[config.mk]
export PLATFORM = sky130hd
export DESIGN_NAME = pio_fabric
export DESIGN_NICKNAME = d
export VERILOG_FILES = /design/src/rtl/pio_fabric.sv
export SDC_FILE = /design/constraint.sdc
export NUM_CORES = 1
export LEC_CHECK = 0
export CORE_AREA = 2 2 119 121
export CTS_BUF_LIST = sky130_fd_sc_hd__clkbuf_4 sky130_fd_sc_hd__clkbuf_8
export DETAILED_ROUTE_END_ITERATION = 7
export DIE_AREA = 0 0 121 123
export GPL_ROUTABILITY_DRIVEN = 0
export MAX_ROUTING_LAYER = met4
export PLACE_DENSITY = 0.78
export SLEW_MARGIN = 10
export SYNTH_ARGS = -nofsm -noshare
export SYNTH_HDL_FRONTEND = slang
export SYNTH_SLANG_ARGS = --single-unit
[constraint.sdc]
create_clock -name clk -period 6.3 [get_ports clk]
set_input_delay 1.26 -clock clk [delete_from_list [all_inputs] [get_ports clk]]
set_output_delay 1.26 -clock clk [all_outputs]
set_load 0.05 [all_outputs]
[src/rtl/pio_fabric.sv]
// pio_fabric: routes one host PIO request at a time onto one of NUM_SLAVES power-of-two windows.
// Optional slave timeout present when PIO_FABRIC_TIMEOUT_EN is defined.
module pio_fabric #(
  parameter int                NUM_SLAVES = 4,
  parameter int                ADDR_W     = 32,
  parameter int                DATA_W     = 32,
  parameter logic [ADDR_W-1:0] BASE       = 32'h0000_0000,
  parameter logic [ADDR_W-1:0] SLV_SIZE   = 32'h0100_0000,
  parameter int                TIMEOUT    = 16,
  parameter logic [DATA_W-1:0] ERR_DATA   = 32'hDEAD_BEEF
) (
  input  logic                         clk,
  input  logic                         reset,
  input  logic                         m_req,
  input  logic                         m_wr,
  input  logic [ADDR_W-1:0]            m_addr,
  input  logic [DATA_W-1:0]            m_wdata,
  output logic                         m_busy,
  output logic                         m_ack,
  output logic                         m_err,
  output logic [DATA_W-1:0]            m_rdata,
  output logic [NUM_SLAVES-1:0]        s_sel,
  output logic                         s_wr,
  output logic [ADDR_W-1:0]            s_addr,
  output logic [DATA_W-1:0]            s_wdata,
  input  logic [NUM_SLAVES-1:0]        s_ack,
  input  logic [NUM_SLAVES*DATA_W-1:0] s_rdata
);

  localparam int                SH       = $clog2(SLV_SIZE);
  localparam int                IDX_W    = (NUM_SLAVES > 1) ? $clog2(NUM_SLAVES) : 1;
  localparam logic [ADDR_W-1:0] OFF_MASK = SLV_SIZE - ADDR_W'(1);

  typedef enum logic [1:0] {IDLE, ACCESS, RESP} state_t;

  state_t             state, state_nxt;
  logic [IDX_W-1:0]   idx_q;
  logic [ADDR_W-1:0]  off, win;
  logic               hit;
  logic               accept;
  logic               resp_load;
  logic               resp_err;
  logic [DATA_W-1:0]  resp_data;
  logic               slv_ack;
  logic [DATA_W-1:0]  slv_rdata;

  // Unsigned subtraction; addresses below BASE wrap and are rejected by the >= test.
  assign off = m_addr - BASE;
  assign win = off >> SH;
  assign hit = (m_addr >= BASE) && (win < ADDR_W'(NUM_SLAVES));

  assign m_busy = (state != IDLE);
  assign m_ack  = (state == RESP);

`ifdef PIO_FABRIC_TIMEOUT_EN
  localparam int TW = $clog2(TIMEOUT + 1);
  logic [TW-1:0] timer;

  always_ff @(posedge clk or posedge reset) begin
    if (reset) begin
      timer <= '0;
    end else if (state == ACCESS) begin
      timer <= timer + TW'(1);
    end else begin
      timer <= '0;
    end
  end
`endif

  // Only the selected slave's ack and data are visible to the FSM.
  always_comb begin
    slv_ack   = 1'b0;
    slv_rdata = '0;
    s_sel     = '0;
    for (int i = 0; i < NUM_SLAVES; i++) begin
      if (idx_q == IDX_W'(i)) begin
        slv_ack   = s_ack[i];
        slv_rdata = s_rdata[i*DATA_W +: DATA_W];
        s_sel[i]  = (state == ACCESS);
      end
    end
  end

  always_ff @(posedge clk or posedge reset) begin
    if (reset) begin
      state <= IDLE;
    end else begin
      state <= state_nxt;
    end
  end

  always_comb begin
    state_nxt = state;
    accept    = 1'b0;
    resp_load = 1'b0;
    resp_err  = 1'b0;
    resp_data = '0;
    case (state)
      IDLE: begin
        if (m_req) begin
          accept = 1'b1;
          if (hit) begin
            state_nxt = ACCESS;
          end else begin
            state_nxt = RESP;
            resp_load = 1'b1;
            resp_err  = 1'b1;
            resp_data = ERR_DATA;
          end
        end
      end
      ACCESS: begin
        // An ack in the final allowed cycle takes priority over the timeout.
        if (slv_ack) begin
          state_nxt = RESP;
          resp_load = 1'b1;
          resp_data = s_wr ? '0 : slv_rdata;
        end
`ifdef PIO_FABRIC_TIMEOUT_EN
        else if (timer == TW'(TIMEOUT - 1)) begin
          state_nxt = RESP;
          resp_load = 1'b1;
          resp_err  = 1'b1;
          resp_data = ERR_DATA;
        end
`endif
      end
      RESP: begin
        state_nxt = IDLE;
      end
      default: begin
        state_nxt = IDLE;
      end
    endcase
  end

  always_ff @(posedge clk or posedge reset) begin
    if (reset) begin
      idx_q   <= '0;
      s_wr    <= 1'b0;
      s_addr  <= '0;
      s_wdata <= '0;
      m_err   <= 1'b0;
      m_rdata <= '0;
    end else begin
      if (accept) begin
        idx_q   <= IDX_W'(win);
        s_wr    <= m_wr;
        s_addr  <= off & OFF_MASK;
        s_wdata <= m_wdata;
      end
      if (resp_load) begin
        m_err   <= resp_err;
        m_rdata <= resp_data;
      end
    end
  end

endmodule
==> metrics.yaml <==
outcome: "complete, no violations"
pre_cts_ws_ns: 2.826
finalMaxSlewViolations: 0
vias: 4199
start_kind: "flop"
switching_power_uw: 705.8
cts-htree-levels: 3
combinationalPowerShare_pct: 41.3
ys_ff_latch: 94
ant_nets: 0
relSlewSlack_pct: 29.65
drive_above_1_share_pct: 13.27
post-cts-setup-buffers: 0
grt_pass1_wl_mm: 23.45
rows: 43
period_minus_slack_ns: 3.826
powerDensity_mw_per_mm2: 231.6
intPower_mw: 1.189
io_pins: 304
yosysWarningCount: 0
crit_type: "reg2out"
port_buffers: 295
pwr-share-clk_pct: 20.2
syn_area_per_cell_sq_um: 13.65
core_region_area_sq_mm: 0.01361
vias_per_cell: 5.071
synth_cells: 368
overflow: 0
dp_hpwl_mm: 11.74
fmax_mhz: 261.3
crit_arrival_ns: 2.57
path_clk_slew_ns: 0.09
synthDistinctLibCells: 34
synth_area_sq_mm: 0.005024
crit_chain: "nor2b_1 -> nand2_1 -> nor2_1 -> clkdlybuf4s50_1"
die_y_microns: 123
ctsHoldBuffers: 0
crit_buf_inv: 1
endpoint: "s_sel[1]"
crit_start: "state[0]"
start_util_pct: 36.91
cp-end-kind: "output pin"
reg2reg_to: "m_rdata[1]"
fin_tns_setup_ns: 0
required_ns: 5.04
cpMaxStageDelayCell: "clkdlybuf4s50_1"
die_area_sq_mm: 0.01488
die_w_microns: 121
cts_tree: "done"
timing.hold.ws_ns: 0.4933
fin_ws_ns: 2.474
clock_latency_ns: 0.36
grt_pass1_vias: 4528
firstDrtPassIters: 4
ff2ff_path_depth: 3
antenna_cells: 0
cts_resized: 0
min_period_over_period_pct: 60.74
reg2reg_from: "idx_q[0]"
wl_per_cell_microns: 18.51
rsz0062_at_grt: "no"
drc: 0
sequentialPowerShare_pct: 38.5
ir_drop_mv: 0.08432
min_from: "s_addr[5]"
cts-root-buf: "clkbuf_8"
cts_buffer_depth: 2
worstMarginPinSlew_ns: 1.055
grt_max_degree: 86
nets: 843
swShare_pct: 37.24
r2r_setup_slack_ns: 3.75
cts_made_buffers: 9
finalClockSkew_ns: 0.01084
hold_viol: 0
maxCapViolCount: 0
critPathMaxFanout: 11
drt_wl_total_mm: 15.33
clkSinkCount: 94
worst-path-stages: 4
utilization_pct: 60.12
grt_usage_pct: 20.95
hold_path_class: "reg2reg"
antenna_found_initial: 0
cpPeakStageDelay_ns: 0.82
synth_seq_area_share_pct: 46.82
area_growth_pct: 62.91
setup_viol: 0
drt-initial-drc-count: 166
p_leak_nw: 3.287
crit_family: "simple AND/OR/NAND/NOR gates"
## Yosys cell counts
cell type	count	area, sq um
or3b_1	1	8.760
or4_4	1	11.26
dlymetal6s2s_1	2	25.02
o22a_1	8	70.07
buf_8	1	15.01
mux2_2	34	382.9
and3_1	1	6.260
clkbuf_1	10	37.54
o31ai_4	1	21.27
nor2_1	1	3.750
buf_6	4	45.04
dfrtp_1	94	2352
a2bb2o_1	1	10.01
mux2_1	25	281.5
or3_1	25	156.4
buf_4	10	75.07
a31o_1	8	70.07
and4b_1	8	80.08
nor3b_2	1	12.51
nand2b_1	17	106.4
a21bo_1	1	10.01
o22ai_1	24	150.1
conb_1	1	3.750
mux4_2	25	563.0
nand2_1	2	7.510
nor2b_1	2	12.51
mux2i_1	40	400.4
inv_1	1	3.750
buf_2	11	55.05
nor3b_1	1	7.510
nor3_1	2	10.01
nand2_4	1	11.26
buf_1	3	11.26
or2_2	1	6.260
## sequential cells by signal, indices dropped and copies added (netlist names)
name	count
m_err	1
s_addr	24
idx_q	2
s_wdata	32
state	2
m_rdata	32
s_wr	1
## routing by layer
| metal | vias to the layer above | track usage, % | wire [microns] |
|---|---|---|---|
| met5 | - | - | 0 |
| li1 | 1940 | - | - |
| met1 | 2042 | 22.35 | 5537 |
| met4 | 0 | 5.523 | 228 |
| met3 | 18 | 5.627 | 1318 |
| met2 | 199 | 38.41 | 8244 |
## logic make-up after synthesis
group	after synthesis	synth area share, %
AOI/OAI and AO/OA	43	6.600
buffers and inverters	42	5.330
DFF	94	46.82
muxes	124	32.40
other	1	0.07465
and+or+nand+nor	64	8.767
## cell usage in the layout, fill, tap and decap left out, types with 9 or more instances in the layout
master / Yosys / layout
clkdlybuf4s50_1: 0 / 295
dfrtp_1: 94 / 92
mux2i_1: 40 / 40
mux2_2: 34 / 34
mux2_1: 25 / 25
or3_1: 25 / 25
mux4_2: 25 / 25
o22ai_1: 24 / 24
nand2b_1: 17 / 17
clkbuf_8: 0 / 9
## layout make-up
type / count / area (sq um)
Tap cell: 180 / 225.2
Fill cell: 1094 / 5428
Sequential cell: 94 / 2355
Multi-Input combinational cell: 239 / 2436
Inverter: 1 / 6.256
Clock buffer: 9 / 123.9
Timing Repair Buffer: 298 / 2975
Clock inverter: 7 / 62.56
## power groups by stage
stage | registers [mW] | clock network [mW] | logic (mW)
after global routing | 0.744 | 0.422 | 0.820
final | 0.730 | 0.383 | 0.783
after CTS | 0.733 | 0.399 | 0.792
after floorplan | 0.955 | 0 | 0.264
after global placement | 0.740 | 0 | 0.779
after detailed placement | 0.745 | 0 | 0.790
## worst min path at each step
| stage | to | slack, ns | cells past startpoint |
|---|---|---|---|
| after floorplan | state[0] | 0.74 | 2 |
| after global placement | s_addr[18] | 0.47 | 1 |
| after detailed placement | m_err | 0.47 | 1 |
| after CTS | m_err | 0.49 | 1 |
| after global routing | s_addr[4] | 0.52 | 1 |
| final | s_addr[5] | 0.49 | 1 |
## through the flow
step	instance area, sq um	cells	power, mW
2_1_floorplan	5050	375	1.219
3_3_place_gp	7998	812	1.518
5_1_grt	8184	828	1.985
3_5_place_dp	7998	812	1.535
6_report	8184	828	1.895
4_1_cts	8184	828	1.924
Power figures use the tool's default switching activity.
